===== src/rtl/ctrl_sequencer.sv =====
`default_nettype none
// =============================================================================
// ctrl_sequencer : registered RV32I/CSR/MRET decoder with memory-wait and
//                  lw.postinc sequencing. Rev 1.0. Optional macro: CTRL_POSTINC_EN
// =============================================================================
module ctrl_sequencer #(
  parameter int ALUOP_W     = 4,
  parameter int MEM_TIMEOUT = 15
) (
  input  logic               clk,
  input  logic               rst_n,
  input  logic               inst_valid,
  output logic               inst_ready,
  input  logic [31:0]        inst,
  input  logic               br_taken,
  input  logic               mem_done,
  output logic               ctrl_valid,
  output logic [ALUOP_W-1:0] aluop,
  output logic               rf_en,
  output logic               rf_wsel,
  output logic               sel_a,
  output logic               sel_b,
  output logic               rd_en,
  output logic               wr_en,
  output logic [1:0]         wb_sel,
  output logic [2:0]         mem_acc_mode,
  output logic [2:0]         br_type,
  output logic               br_take,
  output logic               csr_rd,
  output logic               csr_wr,
  output logic               is_mret,
  output logic               illegal,
  output logic               mem_err
);

  localparam int                CNT_W    = $clog2(MEM_TIMEOUT + 1);
  localparam logic [CNT_W-1:0]  CNT_LAST = CNT_W'(MEM_TIMEOUT - 1);

  localparam logic [ALUOP_W-1:0] ALU_ADD  = ALUOP_W'(0);
  localparam logic [ALUOP_W-1:0] ALU_SUB  = ALUOP_W'(1);
  localparam logic [ALUOP_W-1:0] ALU_SLL  = ALUOP_W'(2);
  localparam logic [ALUOP_W-1:0] ALU_SLT  = ALUOP_W'(3);
  localparam logic [ALUOP_W-1:0] ALU_SLTU = ALUOP_W'(4);
  localparam logic [ALUOP_W-1:0] ALU_XOR  = ALUOP_W'(5);
  localparam logic [ALUOP_W-1:0] ALU_SRL  = ALUOP_W'(6);
  localparam logic [ALUOP_W-1:0] ALU_SRA  = ALUOP_W'(7);
  localparam logic [ALUOP_W-1:0] ALU_OR   = ALUOP_W'(8);
  localparam logic [ALUOP_W-1:0] ALU_AND  = ALUOP_W'(9);
  localparam logic [ALUOP_W-1:0] ALU_LUI  = ALUOP_W'(10);

  localparam logic [6:0] OPC_LUI    = 7'b0110111;
  localparam logic [6:0] OPC_AUIPC  = 7'b0010111;
  localparam logic [6:0] OPC_JAL    = 7'b1101111;
  localparam logic [6:0] OPC_JALR   = 7'b1100111;
  localparam logic [6:0] OPC_BRANCH = 7'b1100011;
  localparam logic [6:0] OPC_LOAD   = 7'b0000011;
  localparam logic [6:0] OPC_STORE  = 7'b0100011;
  localparam logic [6:0] OPC_OPIMM  = 7'b0010011;
  localparam logic [6:0] OPC_OP     = 7'b0110011;
  localparam logic [6:0] OPC_FENCE  = 7'b0001111;
  localparam logic [6:0] OPC_SYSTEM = 7'b1110011;
`ifdef CTRL_POSTINC_EN
  localparam logic [6:0] OPC_CUSTOM0 = 7'b0001011;
`endif
  localparam logic [31:0] INST_MRET = 32'h30200073;

  typedef enum logic [1:0] {
    S_DEC  = 2'd0,
    S_MEM  = 2'd1,
    S_PINC = 2'd2,
    S_ERR  = 2'd3
  } state_t;

  typedef struct packed {
    logic               valid;
    logic [ALUOP_W-1:0] aluop;
    logic               rf_en;
    logic               sel_a;
    logic               sel_b;
    logic               rd_en;
    logic               wr_en;
    logic [1:0]         wb_sel;
    logic [2:0]         mem_mode;
    logic [2:0]         br_type;
    logic               is_br;
    logic               jump;
    logic               csr_rd;
    logic               csr_wr;
    logic               is_mret;
    logic               illegal;
  } bundle_t;

  localparam bundle_t IDLE = '{valid: 1'b0, aluop: ALU_ADD, rf_en: 1'b0, sel_a: 1'b0,
                               sel_b: 1'b0, rd_en: 1'b0, wr_en: 1'b0, wb_sel: 2'b01,
                               mem_mode: 3'b111, br_type: 3'b111, is_br: 1'b0,
                               jump: 1'b0, csr_rd: 1'b0, csr_wr: 1'b0, is_mret: 1'b0,
                               illegal: 1'b0};

  state_t           state_q, state_d;
  bundle_t          bundle_q, bundle_d;
  logic [CNT_W-1:0] cnt_q, cnt_d;
  logic             mem_err_q, mem_err_d;
`ifdef CTRL_POSTINC_EN
  logic             postinc_q, postinc_d;
  logic             rf_wsel_q, rf_wsel_d;
  logic             dec_pinc;
`endif

  bundle_t    dec;
  logic       dec_mem;
  logic       bad;
  logic [6:0] opcode;
  logic [2:0] funct3;
  logic [6:0] funct7;

  assign opcode = inst[6:0];
  assign funct3 = inst[14:12];
  assign funct7 = inst[31:25];

  function automatic logic [ALUOP_W-1:0] f3_alu(input logic [2:0] f3);
    case (f3)
      3'b000:  return ALU_ADD;
      3'b001:  return ALU_SLL;
      3'b010:  return ALU_SLT;
      3'b011:  return ALU_SLTU;
      3'b100:  return ALU_XOR;
      3'b101:  return ALU_SRL;
      3'b110:  return ALU_OR;
      default: return ALU_AND;
    endcase
  endfunction

  always_comb begin
    dec       = IDLE;
    dec.valid = 1'b1;
    dec_mem   = 1'b0;
    bad       = 1'b0;
`ifdef CTRL_POSTINC_EN
    dec_pinc  = 1'b0;
`endif
    case (opcode)
      OPC_LUI: begin
        dec.rf_en = 1'b1; dec.sel_b = 1'b1; dec.aluop = ALU_LUI;
      end
      OPC_AUIPC: begin
        dec.rf_en = 1'b1; dec.sel_b = 1'b1;
      end
      OPC_JAL: begin
        dec.rf_en = 1'b1; dec.sel_b = 1'b1; dec.jump = 1'b1; dec.wb_sel = 2'b00;
      end
      OPC_JALR: begin
        bad = (funct3 != 3'b000);
        dec.rf_en = 1'b1; dec.sel_a = 1'b1; dec.sel_b = 1'b1;
        dec.jump = 1'b1; dec.wb_sel = 2'b00;
      end
      OPC_BRANCH: begin
        bad = (funct3 == 3'b010) || (funct3 == 3'b011);
        dec.is_br = 1'b1; dec.br_type = funct3; dec.sel_b = 1'b1;
      end
      OPC_LOAD: begin
        dec.rd_en = 1'b1; dec.sel_a = 1'b1; dec.sel_b = 1'b1;
        dec.wb_sel = 2'b10; dec_mem = 1'b1;
        // unsigned loads are renumbered into the compact access-mode code
        case (funct3)
          3'b000:  dec.mem_mode = 3'b000;
          3'b001:  dec.mem_mode = 3'b001;
          3'b010:  dec.mem_mode = 3'b010;
          3'b100:  dec.mem_mode = 3'b011;
          3'b101:  dec.mem_mode = 3'b100;
          default: bad = 1'b1;
        endcase
      end
      OPC_STORE: begin
        bad = (funct3 >= 3'b011);
        dec.wr_en = 1'b1; dec.sel_a = 1'b1; dec.sel_b = 1'b1;
        dec.mem_mode = funct3; dec_mem = 1'b1;
      end
      OPC_OPIMM: begin
        dec.rf_en = 1'b1; dec.sel_a = 1'b1; dec.sel_b = 1'b1;
        dec.aluop = f3_alu(funct3);
        if (funct3 == 3'b001) begin
          bad = (funct7 != 7'b0000000);
        end else if (funct3 == 3'b101) begin
          if (funct7 == 7'b0100000) dec.aluop = ALU_SRA;
          else bad = (funct7 != 7'b0000000);
        end
      end
      OPC_OP: begin
        dec.rf_en = 1'b1; dec.sel_a = 1'b1;
        dec.aluop = f3_alu(funct3);
        if (funct7 == 7'b0100000) begin
          if (funct3 == 3'b000) dec.aluop = ALU_SUB;
          else if (funct3 == 3'b101) dec.aluop = ALU_SRA;
          else bad = 1'b1;
        end else begin
          bad = (funct7 != 7'b0000000);
        end
      end
      OPC_FENCE: begin
        bad = (funct3 != 3'b000);
      end
      OPC_SYSTEM: begin
        if (funct3 == 3'b000) begin
          if (inst == INST_MRET) dec.is_mret = 1'b1;
          else bad = 1'b1;
        end else if (funct3 == 3'b100) begin
          bad = 1'b1;
        end else begin
          dec.csr_rd = 1'b1; dec.csr_wr = 1'b1; dec.rf_en = 1'b1;
          dec.wb_sel = 2'b11; dec.sel_a = 1'b1; dec.sel_b = funct3[2];
        end
      end
`ifdef CTRL_POSTINC_EN
      OPC_CUSTOM0: begin
        bad = (funct3 != 3'b010);
        dec.rd_en = 1'b1; dec.sel_a = 1'b1; dec.sel_b = 1'b1;
        dec.wb_sel = 2'b10; dec.mem_mode = 3'b010;
        dec_mem = 1'b1; dec_pinc = 1'b1;
      end
`endif
      default: bad = 1'b1;
    endcase
    if (bad) begin
      dec         = IDLE;
      dec.illegal = 1'b1;
      dec_mem     = 1'b0;
`ifdef CTRL_POSTINC_EN
      dec_pinc    = 1'b0;
`endif
    end
  end

  always_comb begin
    state_d   = state_q;
    bundle_d  = IDLE;
    cnt_d     = '0;
    mem_err_d = 1'b0;
`ifdef CTRL_POSTINC_EN
    postinc_d = 1'b0;
    rf_wsel_d = 1'b0;
`endif
    case (state_q)
      S_DEC: begin
        if (inst_valid) begin
          bundle_d = dec;
          if (dec_mem) state_d = S_MEM;
`ifdef CTRL_POSTINC_EN
          postinc_d = dec_pinc;
`endif
        end
      end
      S_MEM: begin
        bundle_d = bundle_q;
        cnt_d    = cnt_q + CNT_W'(1);
`ifdef CTRL_POSTINC_EN
        postinc_d = postinc_q;
`endif
        // completion takes priority over a timeout landing in the same cycle
        if (mem_done) begin
          bundle_d = IDLE;
          cnt_d    = '0;
          state_d  = S_DEC;
`ifdef CTRL_POSTINC_EN
          postinc_d = 1'b0;
          if (postinc_q) begin
            state_d        = S_PINC;
            rf_wsel_d      = 1'b1;
            bundle_d.valid = 1'b1;
            bundle_d.rf_en = 1'b1;
            bundle_d.sel_a = 1'b1;
            bundle_d.sel_b = 1'b1;
          end
`endif
        end else if (cnt_q == CNT_LAST) begin
          bundle_d  = IDLE;
          cnt_d     = '0;
          state_d   = S_ERR;
          mem_err_d = 1'b1;
`ifdef CTRL_POSTINC_EN
          postinc_d = 1'b0;
`endif
        end
      end
`ifdef CTRL_POSTINC_EN
      S_PINC:  state_d = S_DEC;
`endif
      S_ERR:   state_d = S_DEC;
      default: state_d = S_DEC;
    endcase
  end

  always_ff @(posedge clk or negedge rst_n) begin
    if (!rst_n) begin
      state_q   <= S_DEC;
      bundle_q  <= IDLE;
      cnt_q     <= '0;
      mem_err_q <= 1'b0;
`ifdef CTRL_POSTINC_EN
      postinc_q <= 1'b0;
      rf_wsel_q <= 1'b0;
`endif
    end else begin
      state_q   <= state_d;
      bundle_q  <= bundle_d;
      cnt_q     <= cnt_d;
      mem_err_q <= mem_err_d;
`ifdef CTRL_POSTINC_EN
      postinc_q <= postinc_d;
      rf_wsel_q <= rf_wsel_d;
`endif
    end
  end

  assign inst_ready   = (state_q == S_DEC);
  assign ctrl_valid   = bundle_q.valid;
  assign aluop        = bundle_q.aluop;
  // load data is written back in the cycle memory reports completion
  assign rf_en        = bundle_q.rf_en | ((state_q == S_MEM) & mem_done & bundle_q.rd_en);
  assign sel_a        = bundle_q.sel_a;
  assign sel_b        = bundle_q.sel_b;
  assign rd_en        = bundle_q.rd_en;
  assign wr_en        = bundle_q.wr_en;
  assign wb_sel       = bundle_q.wb_sel;
  assign mem_acc_mode = bundle_q.mem_mode;
  assign br_type      = bundle_q.br_type;
  assign br_take      = bundle_q.valid & (bundle_q.jump | (bundle_q.is_br & br_taken));
  assign csr_rd       = bundle_q.csr_rd;
  assign csr_wr       = bundle_q.csr_wr;
  assign is_mret      = bundle_q.is_mret;
  assign illegal      = bundle_q.illegal;
  assign mem_err      = mem_err_q;
`ifdef CTRL_POSTINC_EN
  assign rf_wsel      = rf_wsel_q;
`else
  assign rf_wsel      = 1'b0;
`endif

endmodule
`default_nettype wire


===== config.mk =====
export PLATFORM = sky130hd
export DESIGN_NAME = ctrl_sequencer
export DESIGN_NICKNAME = d
export VERILOG_FILES = /design/src/rtl/ctrl_sequencer.sv
export SDC_FILE = /design/constraint.sdc
export NUM_CORES = 1
export LEC_CHECK = 0
export BUFFER_PORTS_ARGS = -buffer_cell sky130_fd_sc_hd__buf_2
export CAP_MARGIN = 0
export CORE_MARGIN = 5
export CORE_UTILIZATION = 45
export DETAILED_ROUTE_END_ITERATION = 12
export PLACE_DENSITY = 0.8
export SYNTH_ARGS = -nofsm -noshare
export SYNTH_HDL_FRONTEND = slang
export SYNTH_SLANG_ARGS = --single-unit

===== constraint.sdc =====
create_clock -name clk -period 2 [get_ports clk]
set_input_delay 0.3 -clock clk [delete_from_list [all_inputs] [get_ports clk]]
set_output_delay 0.3 -clock clk [all_outputs]
set_load 0.02 [all_outputs]

==> results.md <==
- Worst-case reg-to-reg path depth: 5
- Final TNS setup: -0.00367 ns
- Die X: 74.1 um
- Via density: 5.62
- Peak supply drop: 201 uV
- Layout cells sized above 1: 39.5%
- Area growth from synthesis to layout: 22.7%
- Final GP Congestion: slightly above 0.9
- Clock transition at path regs: 0.06 ns
- Period utilization: 100%
- R2r endpoint: state_q[0]
- DR WL/cell: about 15 um
- Final hold vios: 0
- Clk_lat worst skew: 0.27 ns
- Register-to-register setup slack: 0.31 ns
- GRT Overall Usage: 17.5%
- PwrDens: between 500 and 600 nW/um^2
- Number of remaining DRC errors: 0
- Unrepaired setup endpoints after global routing: yes
- Fill cell count: 383
- Gr ovfl total: 0
- Core Area: 4000 um^2
- Via count: approximately 1700
- H-tree levels: 2
- Row cnt: 23
- Worst-margin pin slew: 0.641 ns
- Unique masters post-synth: 52
- Critical Path End Type: register
- Crit Path Category: input port to register
- CTS Buf Count: 5
- Clk sinks: 30
- Crit path time final: between 2 and 2.5 ns
- Yosys warns: 0
- Total Power: 1.21 mW
- Antenna viol nets, final: 0
- Critical Path Source Type: input port
- Hold crit path type: input port to asynchronous set/reset pin
- Syn Inst Count: 201
- Die Span Y: ~74 um
- Worst path cell trace: buf_2, or4_4, or3_4, a21oi_1, o221ai_2, nor3_4, buf_12, a32o_1
- Largest net degree at the start of global routing: 31
- Hold_ws: 0.0496 ns
- CP startpoint: inst[25]
- Failing checks: setup timing
- Starting Density: 46.3%
- Input/output buffers: 61
- Slowest CP cell: or4_4
- Layout Cells excl Fill: 308
- CTS tree: done
- Final Max Slew Viols: 0
- Setup WS post-layout: -0.00367 ns
- Achievable Freq: 499 MHz
- EDFF count, synth: 0
- CP max FO: 16
- Layout Nets: about 300
- Ys async rst share: between 90% and 100%
- Final WL: 4.66 mm
- Post-Syn Area: 1850 um^2
- Dpl hpwl: around 3.7 mm
- Slew margin rel.: 57.3%
- Ports: between 60 and 70
- R2R Path Start: state_q[0]
- Die ar.: approximately 5500 um^2
- Iter 0 DRT Violations: 132
- Number of max-cap violations: 0
- Post-place setup slack: -0.266 ns
- LEAKAGE: ~1.1 nW
- Arr. time, crit path: 2.21 ns
- Status: finished with violations
- Root Driver: clkbuf_8
- CP peak stage delay: 0.55 ns
- Clock Skews: roughly 0.0047 ns
- Synth Area per Inst: between 9 and 10 um^2
- Vias in the first global route: 1617
- Sequential area share after synthesis: 41.0%
- Final setup fails: 1
- Drt first pass iters: 4
- Global-route wire length before repair: about 7.4 mm
- Initial antenna violation count: 0
- Ant. Diodes: 0
- WP data required: 2.21 ns
- Mapped Nets: 240
- Synth Flop Type: dfrtp_1
- Dpl cells: 301
- Max clock buf depth: 2
- FF+latch count, synth: 30
cells in the mapped netlist (2+ instances only):
library cell | instances | area, um^2
dfrtp_1 | 23 | 576
o21ai_0 | 8 | 40.0
nor4_1 | 2 | 12.5
a41o_1 | 2 | 20.0
nor4b_1 | 3 | 26.3
ha_1 | 2 | 25.0
nand2_1 | 11 | 41.3
a22oi_1 | 2 | 15.0
a22o_1 | 12 | 105
inv_1 | 9 | 33.8
a21oi_1 | 7 | 35.0
nor2_1 | 23 | 86.3
dfstp_2 | 7 | 184
and3_1 | 2 | 12.5
xnor2_1 | 2 | 17.5
a31oi_1 | 6 | 37.5
and4_1 | 3 | 26.3
a311o_1 | 2 | 20.0
o22ai_1 | 3 | 18.8
clkbuf_1 | 9 | 33.8
nor3_1 | 3 | 15.0
or2_2 | 2 | 12.5
and2_1 | 2 | 12.5
nand3_1 | 7 | 35.0
nor2b_1 | 4 | 25.0
nand2b_1 | 2 | 12.5
a32o_1 | 2 | 20.0
buf_4 | 14 | 105
nand4_1 | 4 | 25.0
state kept, by name, indices dropped and copies added, names as in the netlist:
signal and cells:
sel_b 1, rd_en 1, mem_err 1, br_type 3
sel_a 1, illegal 1, is_mret 1, csr_rd 1
cnt_q 4, state_q 2, wr_en 1, ctrl_valid 1
mem_acc_mode 3, wb_sel 2, aluop 4, bundle_q 3
kinds of logic after synthesis:
kind of cell	count (synthesis)	synth area share (%)
adder cells (fa/ha/maj)	2	1.35
flip-flops	30	41.0
AND/OR/NAND/NOR	76	23.3
other	1	0.203
buffers and inverters	34	10.1
XOR/XNOR	3	1.42
AO/OA/AOI/OAI	55	22.5
metrics by stage:
step	util, %	instance area (um^2)
detailed placement	54.5	2180
floorplan	-	1850
global placement	54.5	2180
CTS	56.4	2260
finish	56.8	2270
global route	56.8	2270
where the power goes:
group | internal, mW | total (mW) | switching (mW)
registers | 0.610 | 0.612 | 0.00133
logic | 0.0684 | 0.166 | 0.0976
clock network | 0.232 | 0.434 | 0.202
total | 0.911 | 1.21 | 0.301
layout by cell type (no fill, tap or decap), drive strengths merged, types with 2 or more instances in the layout:
master / synthesis / routed
or2: 2 / 2
ha: 2 / 2
a21oi: 7 / 7
nand3: 8 / 8
dfstp: 7 / 7
a22o: 12 / 12
nor2: 24 / 24
a311o: 2 / 2
buf: 15 / 74
nor2b: 4 / 4
nor4b: 3 / 3
dfrtp: 23 / 23
xnor2: 2 / 2
a32o: 2 / 2
nand2: 11 / 11
a22oi: 2 / 2
a41o: 2 / 2
o22ai: 3 / 3
nor4: 2 / 2
clkinv: 1 / 3
and4: 3 / 3
clkbuf: 9 / 5
and2: 2 / 2
nand2b: 2 / 2
inv: 9 / 9
a31oi: 6 / 6
and3: 2 / 2
o21ai: 8 / 8
nand4: 4 / 4
nor3: 4 / 4
worst max-delay path by stage:
stage	cells after the start	slack [ns]	end
after CTS	8	0.02	wr_en
after global routing	8	-0.08	wr_en
final	8	-0.004	wr_en
after floorplan	7	-0.13	sel_a
after detailed placement	8	-0.27	illegal
after global placement	8	-0.22	wr_en
worst max-delay path: cells and delay by family:
kind	cells	cell delay, ns
buffers and inverters	2	0.26
AO/OA/AOI/OAI	3	0.50
AND/OR/NAND/NOR	3	1.16
layout make-up:
class	instances	area (um^2)	share of cell area (%)
inverters	10	37.5	1.65
well taps	50	62.6	2.75
clock buffers	5	68.8	3.03
clock inverters	2	10.0	0.441
repair buffers	74	415	18.3
flip-flops and latches	30	759	33.4
multi-input cells	137	917	40.4
routing by layer:
metal / routed length, um / global-route usage [%]
met1: 1980 / 23.7
met2: 2200 / 28.0
met3: 427 / 3.11
met4: 51 / 6.44
met5: 0 / 0
timing repair:
item	CTS	global route
resized for setup	0	2
setup buffers	0	0
setup endpoints to repair	0	20
hold buffers	0	0
Power figures use the tool's default switching activity.
